File: src/rtl/spi_baud_generator_if.sv
// spi_baud_generator_if: control inputs and SCLK/strobe outputs between the SPI register block and the baud generator
// master: drives spi_mode, spiswai, ss, cpol, sppr, spr; observes sclk, strobes, baudratedivisor
// slave : the baud generator itself
interface spi_baud_generator_if;
    logic [1:0]  spi_mode;
    logic        spiswai;
    logic        ss;
    logic        cpol;
    logic [2:0]  sppr;
    logic [2:0]  spr;
    logic        sclk;
    logic        flag_low;
    logic        flag_high;
    logic        flags_low;
    logic        flags_high;
    logic [11:0] baudratedivisor;
    modport master (
        output spi_mode, spiswai, ss, cpol, sppr, spr,
        input  sclk, flag_low, flag_high, flags_low, flags_high, baudratedivisor
    );
    modport slave (
        input  spi_mode, spiswai, ss, cpol, sppr, spr,
        output sclk, flag_low, flag_high, flags_low, flags_high, baudratedivisor
    );
endinterface

File: src/rtl/spi_baud_generator.sv
// spi_baud_generator: divides PCLK into SCLK and emits one-cycle launch (flags_*) and sample (flag_*) strobes
// PCLK/PRESET: clock and synchronous active-high reset
// bus: control inputs (mode, ss, cpol, sppr, spr) in; sclk, strobes, baudratedivisor out
module spi_baud_generator (
    input logic PCLK,
    input logic PRESET,
    spi_baud_generator_if.slave bus
);
    logic [11:0] half;
    logic [11:0] last;
    logic [11:0] term;
    logic [10:0] count;
    logic        sclk_q;
    logic        active;
    logic        at_last;
    logic        at_term;
    always_comb begin
        half    = ({9'd0, bus.sppr} + 12'd1) << bus.spr;
        last    = half - 12'd1;
        // with a one-cycle half period the launch strobe coincides with the sample strobe
        term    = (half == 12'd1) ? 12'd0 : half - 12'd2;
        active  = !PRESET && !bus.ss && (bus.spi_mode == 2'b00 || (bus.spi_mode == 2'b01 && !bus.spiswai));
        at_last = {1'b0, count} == last;
        at_term = {1'b0, count} == term;
    end
    // >= lets a divisor shrink mid-transfer toggle at once instead of wrapping the counter
    always_ff @(posedge PCLK) begin
        if (PRESET) begin
            count  <= '0;
            sclk_q <= 1'b0;
        end else if (!active) begin
            count  <= '0;
            sclk_q <= bus.cpol;
        end else if ({1'b0, count} >= last) begin
            count  <= '0;
            sclk_q <= ~sclk_q;
        end else begin
            count  <= count + 11'd1;
        end
    end
    assign bus.sclk            = sclk_q;
    assign bus.flag_low        = active && !sclk_q && at_last;
    assign bus.flag_high       = active &&  sclk_q && at_last;
    assign bus.flags_low       = active && !sclk_q && at_term;
    assign bus.flags_high      = active &&  sclk_q && at_term;
    assign bus.baudratedivisor = half << 1;
endmodule
File: src/flat_wrapper.sv
// flat-port wrapper written by rule: the top's interface ports become plain ports
module spi_baud_generator_flat 
  (PCLK, PRESET, bus_spi_mode, bus_spiswai, bus_ss, bus_cpol, bus_sppr, bus_spr, bus_sclk, bus_flag_low, bus_flag_high, bus_flags_low, bus_flags_high, bus_baudratedivisor);
  spi_baud_generator_if bus_i ();
  input logic PCLK;
  input logic PRESET;
  input wire logic [$bits(bus_i.spi_mode)-1:0] bus_spi_mode;
  input wire logic [$bits(bus_i.spiswai)-1:0] bus_spiswai;
  input wire logic [$bits(bus_i.ss)-1:0] bus_ss;
  input wire logic [$bits(bus_i.cpol)-1:0] bus_cpol;
  input wire logic [$bits(bus_i.sppr)-1:0] bus_sppr;
  input wire logic [$bits(bus_i.spr)-1:0] bus_spr;
  output wire logic [$bits(bus_i.sclk)-1:0] bus_sclk;
  output wire logic [$bits(bus_i.flag_low)-1:0] bus_flag_low;
  output wire logic [$bits(bus_i.flag_high)-1:0] bus_flag_high;
  output wire logic [$bits(bus_i.flags_low)-1:0] bus_flags_low;
  output wire logic [$bits(bus_i.flags_high)-1:0] bus_flags_high;
  output wire logic [$bits(bus_i.baudratedivisor)-1:0] bus_baudratedivisor;
  assign bus_i.spi_mode = bus_spi_mode;
  assign bus_i.spiswai = bus_spiswai;
  assign bus_i.ss = bus_ss;
  assign bus_i.cpol = bus_cpol;
  assign bus_i.sppr = bus_sppr;
  assign bus_i.spr = bus_spr;
  assign bus_sclk = bus_i.sclk;
  assign bus_flag_low = bus_i.flag_low;
  assign bus_flag_high = bus_i.flag_high;
  assign bus_flags_low = bus_i.flags_low;
  assign bus_flags_high = bus_i.flags_high;
  assign bus_baudratedivisor = bus_i.baudratedivisor;
  spi_baud_generator u_core (.PCLK(PCLK), .PRESET(PRESET), .bus(bus_i));
endmodule
File: config.mk
export PLATFORM = sky130hd
export DESIGN_NAME = spi_baud_generator_flat
export DESIGN_NICKNAME = d
export VERILOG_FILES = /design/src/rtl/spi_baud_generator_if.sv /design/src/rtl/spi_baud_generator.sv /design/src/flat_wrapper.sv
export SDC_FILE = /design/constraint.sdc
export NUM_CORES = 1
export LEC_CHECK = 0
export CORE_MARGIN = 2
export CORE_UTILIZATION = 32
export DETAILED_ROUTE_END_ITERATION = 6
export DONT_BUFFER_PORTS = 1
export SETUP_SLACK_MARGIN = 0.2
export SYNTH_ARGS = -nofsm -noshare
export SYNTH_HDL_FRONTEND = slang
export SYNTH_SLANG_ARGS = --single-unit
File: constraint.sdc
create_clock -name PCLK -period 4.7 [get_ports PCLK]
set_input_delay 0.47 -clock PCLK [delete_from_list [all_inputs] [get_ports PCLK]]
set_output_delay 0.47 -clock PCLK [all_outputs]
set_load 0.01 [all_outputs]
---- After elaboration in Yosys (flattened, before gate mapping) ----
Cells that the tools add are included.
word-level totals
  flip-flop bits (word level) ............. 12
  input bits .............................. 13
  output and inout bits ................... 17
  logic and storage cells ................. 34
cells by class
  $add $sub $neg .......................... 4
  order comparisons ....................... 1
  eq/ne operators ......................... 5
  shift-type cells ........................ 1
  mux-type cells .......................... 3
  bitwise logic cells ..................... 2
  reduce and logical (&&, ||, !) cells .... 16
operator list
  operator                                              number
  equality test 11 x 12 -> 1 bit                        2
  equality test 12 x 1 -> 1 bit, second input constant  1
  >= comparator 11 x 12 -> 1 bit                        1
  2-to-1 mux 12 bit                                     1
  << shifter 12 x 3 -> 12 bit                           1
  subtractor 12 x 1 -> 12 bit, second input constant    1
  subtractor 12 x 2 -> 12 bit, second input constant    1
  adder 11 x 1 -> 11 bit, second input constant         1
  logical AND 1 bit                                     9
  adder 3 x 1 -> 4 bit, second input constant           1
  zero test 1 bit                                       4
  OR reduction 3 bit                                    1
  equality test 2 x 1 -> 1 bit, second input constant   1
  zero test 2 bit                                       1
  2-to-1 mux 1 bit                                      2
  inequality test 2 bit, second input constant          1
  inverter 1 bit                                        2
  logical OR 1 bit                                      1

---- Logic depth before layout (Yosys ltp) ----
  depth in word-level cells ............... 6
  depth in mapped cells ................... 22
  depth with buffers taken out ............ 22

---- Least setup slack after synthesis ----
No wires, ideal clock.
  path kind ............................... in2out
  start point ............................. input port bus_sppr[0]
  end point ............................... output port bus_flag_low
  data arrival time ....................... 3.838 ns
  data required time ...................... 4.230 ns
  slack ................................... 0.392 ns
  stages on the path ...................... 17
  cells stage by stage .................... ha_1 nor2_1 or2_1 buf_2 nor3_2 inv_1 ha_1 a21boi_0 o2111ai_1 or3_4 xnor2_1 a22oi_1 ha_1 nand4_1 nor3_1 nand2_1 nor3b_1
on the way
  longest elaborated chain between the ends .. 5
ends and longest elaborated chain
  item                            RTL line                  text
  from (decl)                     flat_wrapper.sv:11        input wire logic [$bits(bus_i.sppr)-1:0] bus_sppr;
  adder 3 x 1 -> 4 bit            spi_baud_generator.sv:18  half = ({9'd0, bus.sppr} + 12'd1) << bus.spr;
  << shifter 12 x 3 -> 12 bit     spi_baud_generator.sv:18
  via bus_baudratedivisor[2]      flat_wrapper.sv:18        output wire logic [$bits(bus_i.baudratedivisor)-1:0] bus_baudratedivisor;
  subtractor 12 x 1 -> 12 bit     spi_baud_generator.sv:19  last = half - 12'd1;
  equality test 11 x 12 -> 1 bit  spi_baud_generator.sv:23  at_last = {1'b0, count} == last;
  logical AND 1 bit               spi_baud_generator.sv:42  assign bus.flag_low = active && !sclk_q && at_last;
  to (decl)                       flat_wrapper.sv:14        output wire logic [$bits(bus_i.flag_low)-1:0] bus_flag_low;
The timed path passes the listed nets, and every way through them passes these cells.

---- Final worst setup path ----
  start point ............................. input port bus_sppr[1]
  end point ............................... output port bus_flag_low
on the way
  longest elaborated chain between the ends .. 5
ends and longest elaborated chain
  item                            RTL line
  adder 3 x 1 -> 4 bit            spi_baud_generator.sv:18
  << shifter 12 x 3 -> 12 bit     spi_baud_generator.sv:18
  subtractor 12 x 1 -> 12 bit     spi_baud_generator.sv:19
  equality test 11 x 12 -> 1 bit  spi_baud_generator.sv:23
  logical AND 1 bit               spi_baud_generator.sv:42
Every way passes these cells.

==> metrics <==
status=finished clean; synth warn=0; Slew HR=56.8%; Synth Net Count=308; vias in the first global route=1822; Core Area=6420 um2; clock root buffer master=clkbuf_8; mapped cell area=2150 um2; min cycle time layout=4100 ps; die area=7410 um2; I/O Pins=30; Avg Vias per Cell=5.69; fin nets=305; asr flop ratio synth=0%; Vias=1997; utilization after layout=35.6%; Fin. Hold Viols=0; top-count cell post-synth=nor2_1; ANT nets after route=0; hold path start=PRESET; Fmax=244 MHz; GP Congestion=0.873; sequential area share after synthesis=11.1%; die width=86.1 um; TritonCTS Buffers=3; crit-path cells=ha_4, nor2_1, or2_4, nor3_2, inv_1, ha_1, a21boi_1, o2111ai_2, or3_4, xnor2_1, a22oi_1, ha_1, nand4_1, nor3_1, nand2_1, nor3b_1, buf_4; final clock skew=6.26 ps; Worst-Margin Slew=648 ps; max-slew violation count=0; Setup Viol. Count Final=0; drt first pass iters=4; Main synth FF type=dfxtp_1; largest net degree at the start of global routing=26; min-delay worst type=input pin to flop; total grt overflow=0; # Max-Cap Violations=0; Mean Syn Cell Area=7.75 um2; Worst Path Max Fanout=8; critical path's slowest cell=or3_4; Worst VDD drop=0.102 mV; setup TNS=0 ps; initial DRC count=125; critical path class=input pin to primary output; gr usage total=14.7%; Worst EP required=4230 ps; area fraction of the dominant cell type after synthesis=11.1%; Post-synth EDFFs=0; Ant. Diodes=0; Buf+Inv Stages, Crit Path=2; Mapped Cells=278; first-pass GRT wire length=8890 um; part of the cycle the worst path needs=87.2%; Critical Path Start=bus_sppr[1]; top cell family by delay on the critical path=simple AND/OR/NAND/NOR gates; CTS Buffer Depth=2; max incr delay on CP=400 ps; RSZ-0062 raised after global routing=false; P&R area growth vs syn=6.21%; CP most frequent cell=ha_1; DR WL/cell=15.5 um; num rows=29; synthesized flop and latch total=12; H-tree depth=1; clock slew at reported path FFs=50 ps; initial antenna violation count=0; Startpoint Class=input pin; starting density of the core=33.5%; Power Dens Cells=178 nW/um2; Data arrival, critical path=3630 ps; placed wire-length estimate=4330 um; Worst R2R Start=u_core.count[2]$_SDFF_PP0_; fraction of layout cells with a size suffix above 1=14.2%; IO Port Bufs=0; top post-synthesis cells by area=dfxtp_1 11%, ha_1 9.9%, xor2_1 6.9%; TritonCTS clock tree=built; Netlist cell types=74; Leak=0.884 nW; Residual DRC=0; Die Ht=86.1 um; final worst slack=604 ps; CP Capture Type=primary output; clk_lat worst skew=240 ps; Commonest cells post-synth=32 x nor2_1, 19 x nand2_1, 17 x ha_1, 17 x xor2_1, 15 x a21oi_1; final wirelength=5440 um; pre-CTS setup slack=363 ps; Synth area leader=dfxtp_1; Sink Count=12
## final timing paths
path,endpoint,slack [ps],cells after the start
setup / recovery,bus_flag_low,600,17
hold / removal,u_core.bus.sclk$_SDFFE_PP0P_,290,1
setup reg to reg,u_core.count[4]$_SDFF_PP0_,2570,10
hold reg to reg,u_core.count[0]$_SDFF_PP0_,520,1
## placed cells by master (no fill, tap or decap), types with 2 or more instances in the layout
cell,n
a211oi_1,7
a21o_1,4
a21oi_1,15
a22oi_1,3
a31oi_1,4
and2_1,2
and3_1,4
buf_4,7
clkbuf_8,4
dfxtp_1,12
ha_1,16
inv_1,9
mux2i_1,2
mux2i_4,2
nand2_1,19
nand2b_1,4
nand3_1,11
nand4_1,8
nand4b_1,3
nor2_1,32
nor3_1,8
nor3_2,2
nor4b_1,2
o211ai_1,3
o21ai_0,13
o22a_1,2
o22ai_1,2
xnor2_1,14
xor2_1,17
## metal layers
layer	global-route usage, %	part of all wire [%]	up-vias	routed length (um)
li1	-	-	1018	-
met1	19.5	44	892	2410
met2	23.8	45	81	2440
met3	5.10	9.8	6	534
met4	1.73	1.2	0	63
met5	0	0	-	0
## report_power, final
group	total, mW	leakage [nW]	switching [mW]	internal, mW
Sequential	0.105	0.0970	0.00182	0.103
Clock	0.110	0.0288	0.0357	0.0738
Combinational	0.193	0.758	0.109	0.0836
Total	0.407	0.884	0.147	0.260
## area by class of cell
class | instances | area [um2]
clock buffer | 4 | 55.1
fill | 666 | 4130
inverter | 10 | 42.5
multi-input combinational | 241 | 1800
sequential | 12 | 240
tap | 77 | 96.3
timing repair buffer | 7 | 52.6
## stage by stage
step           instance area [um2]  instances  total power [mW]  hold slack, ps
3_5_place_dp                  2190        346             0.292             523
2_1_floorplan                 2150        278             0.271             468
4_1_cts                       2250        350             0.402             292
3_3_place_gp                  2190        346             0.292             522
5_1_grt                       2290        351             0.434             289
6_report                      2290        351             0.407             294
## cell families after synthesis
kind of cell	after synthesis	synth area share (%)
AOI/OAI and AO/OA	69	23.6
xor gates and xnor gates	32	13.4
DFF	12	11.1
other	1	0.174
adders and majority gates	17	9.87
and+or+nand+nor	118	32.1
muxes	4	3.02
buffers and inverters	25	6.74
## worst reg2reg max path, cell delays in order (launching register included)
cell and delay [ps]:
dfxtp_1 500, ha_1 310, nand3_1 140, a21oi_1 60
a211oi_1 250, o21ai_0 130, nand4_1 100, nand2_1 60
nand2_1 120, nand2_1 230, nor2_1 160
## timing repair
item	4_1_cts	5_1_grt
endpoints found under the setup margin	0	2
resized for setup	0	6
setup buffers	0	1
hold buffers	0	0
hold endpoints to repair	0	0
## registers in the layout, summed over array words and instances (netlist names)
| register | count |
|---|---|
| u_core.count | 11 |
| u_core.bus.sclk | 1 |
Note: power is estimated with default switching activity, not from simulation.
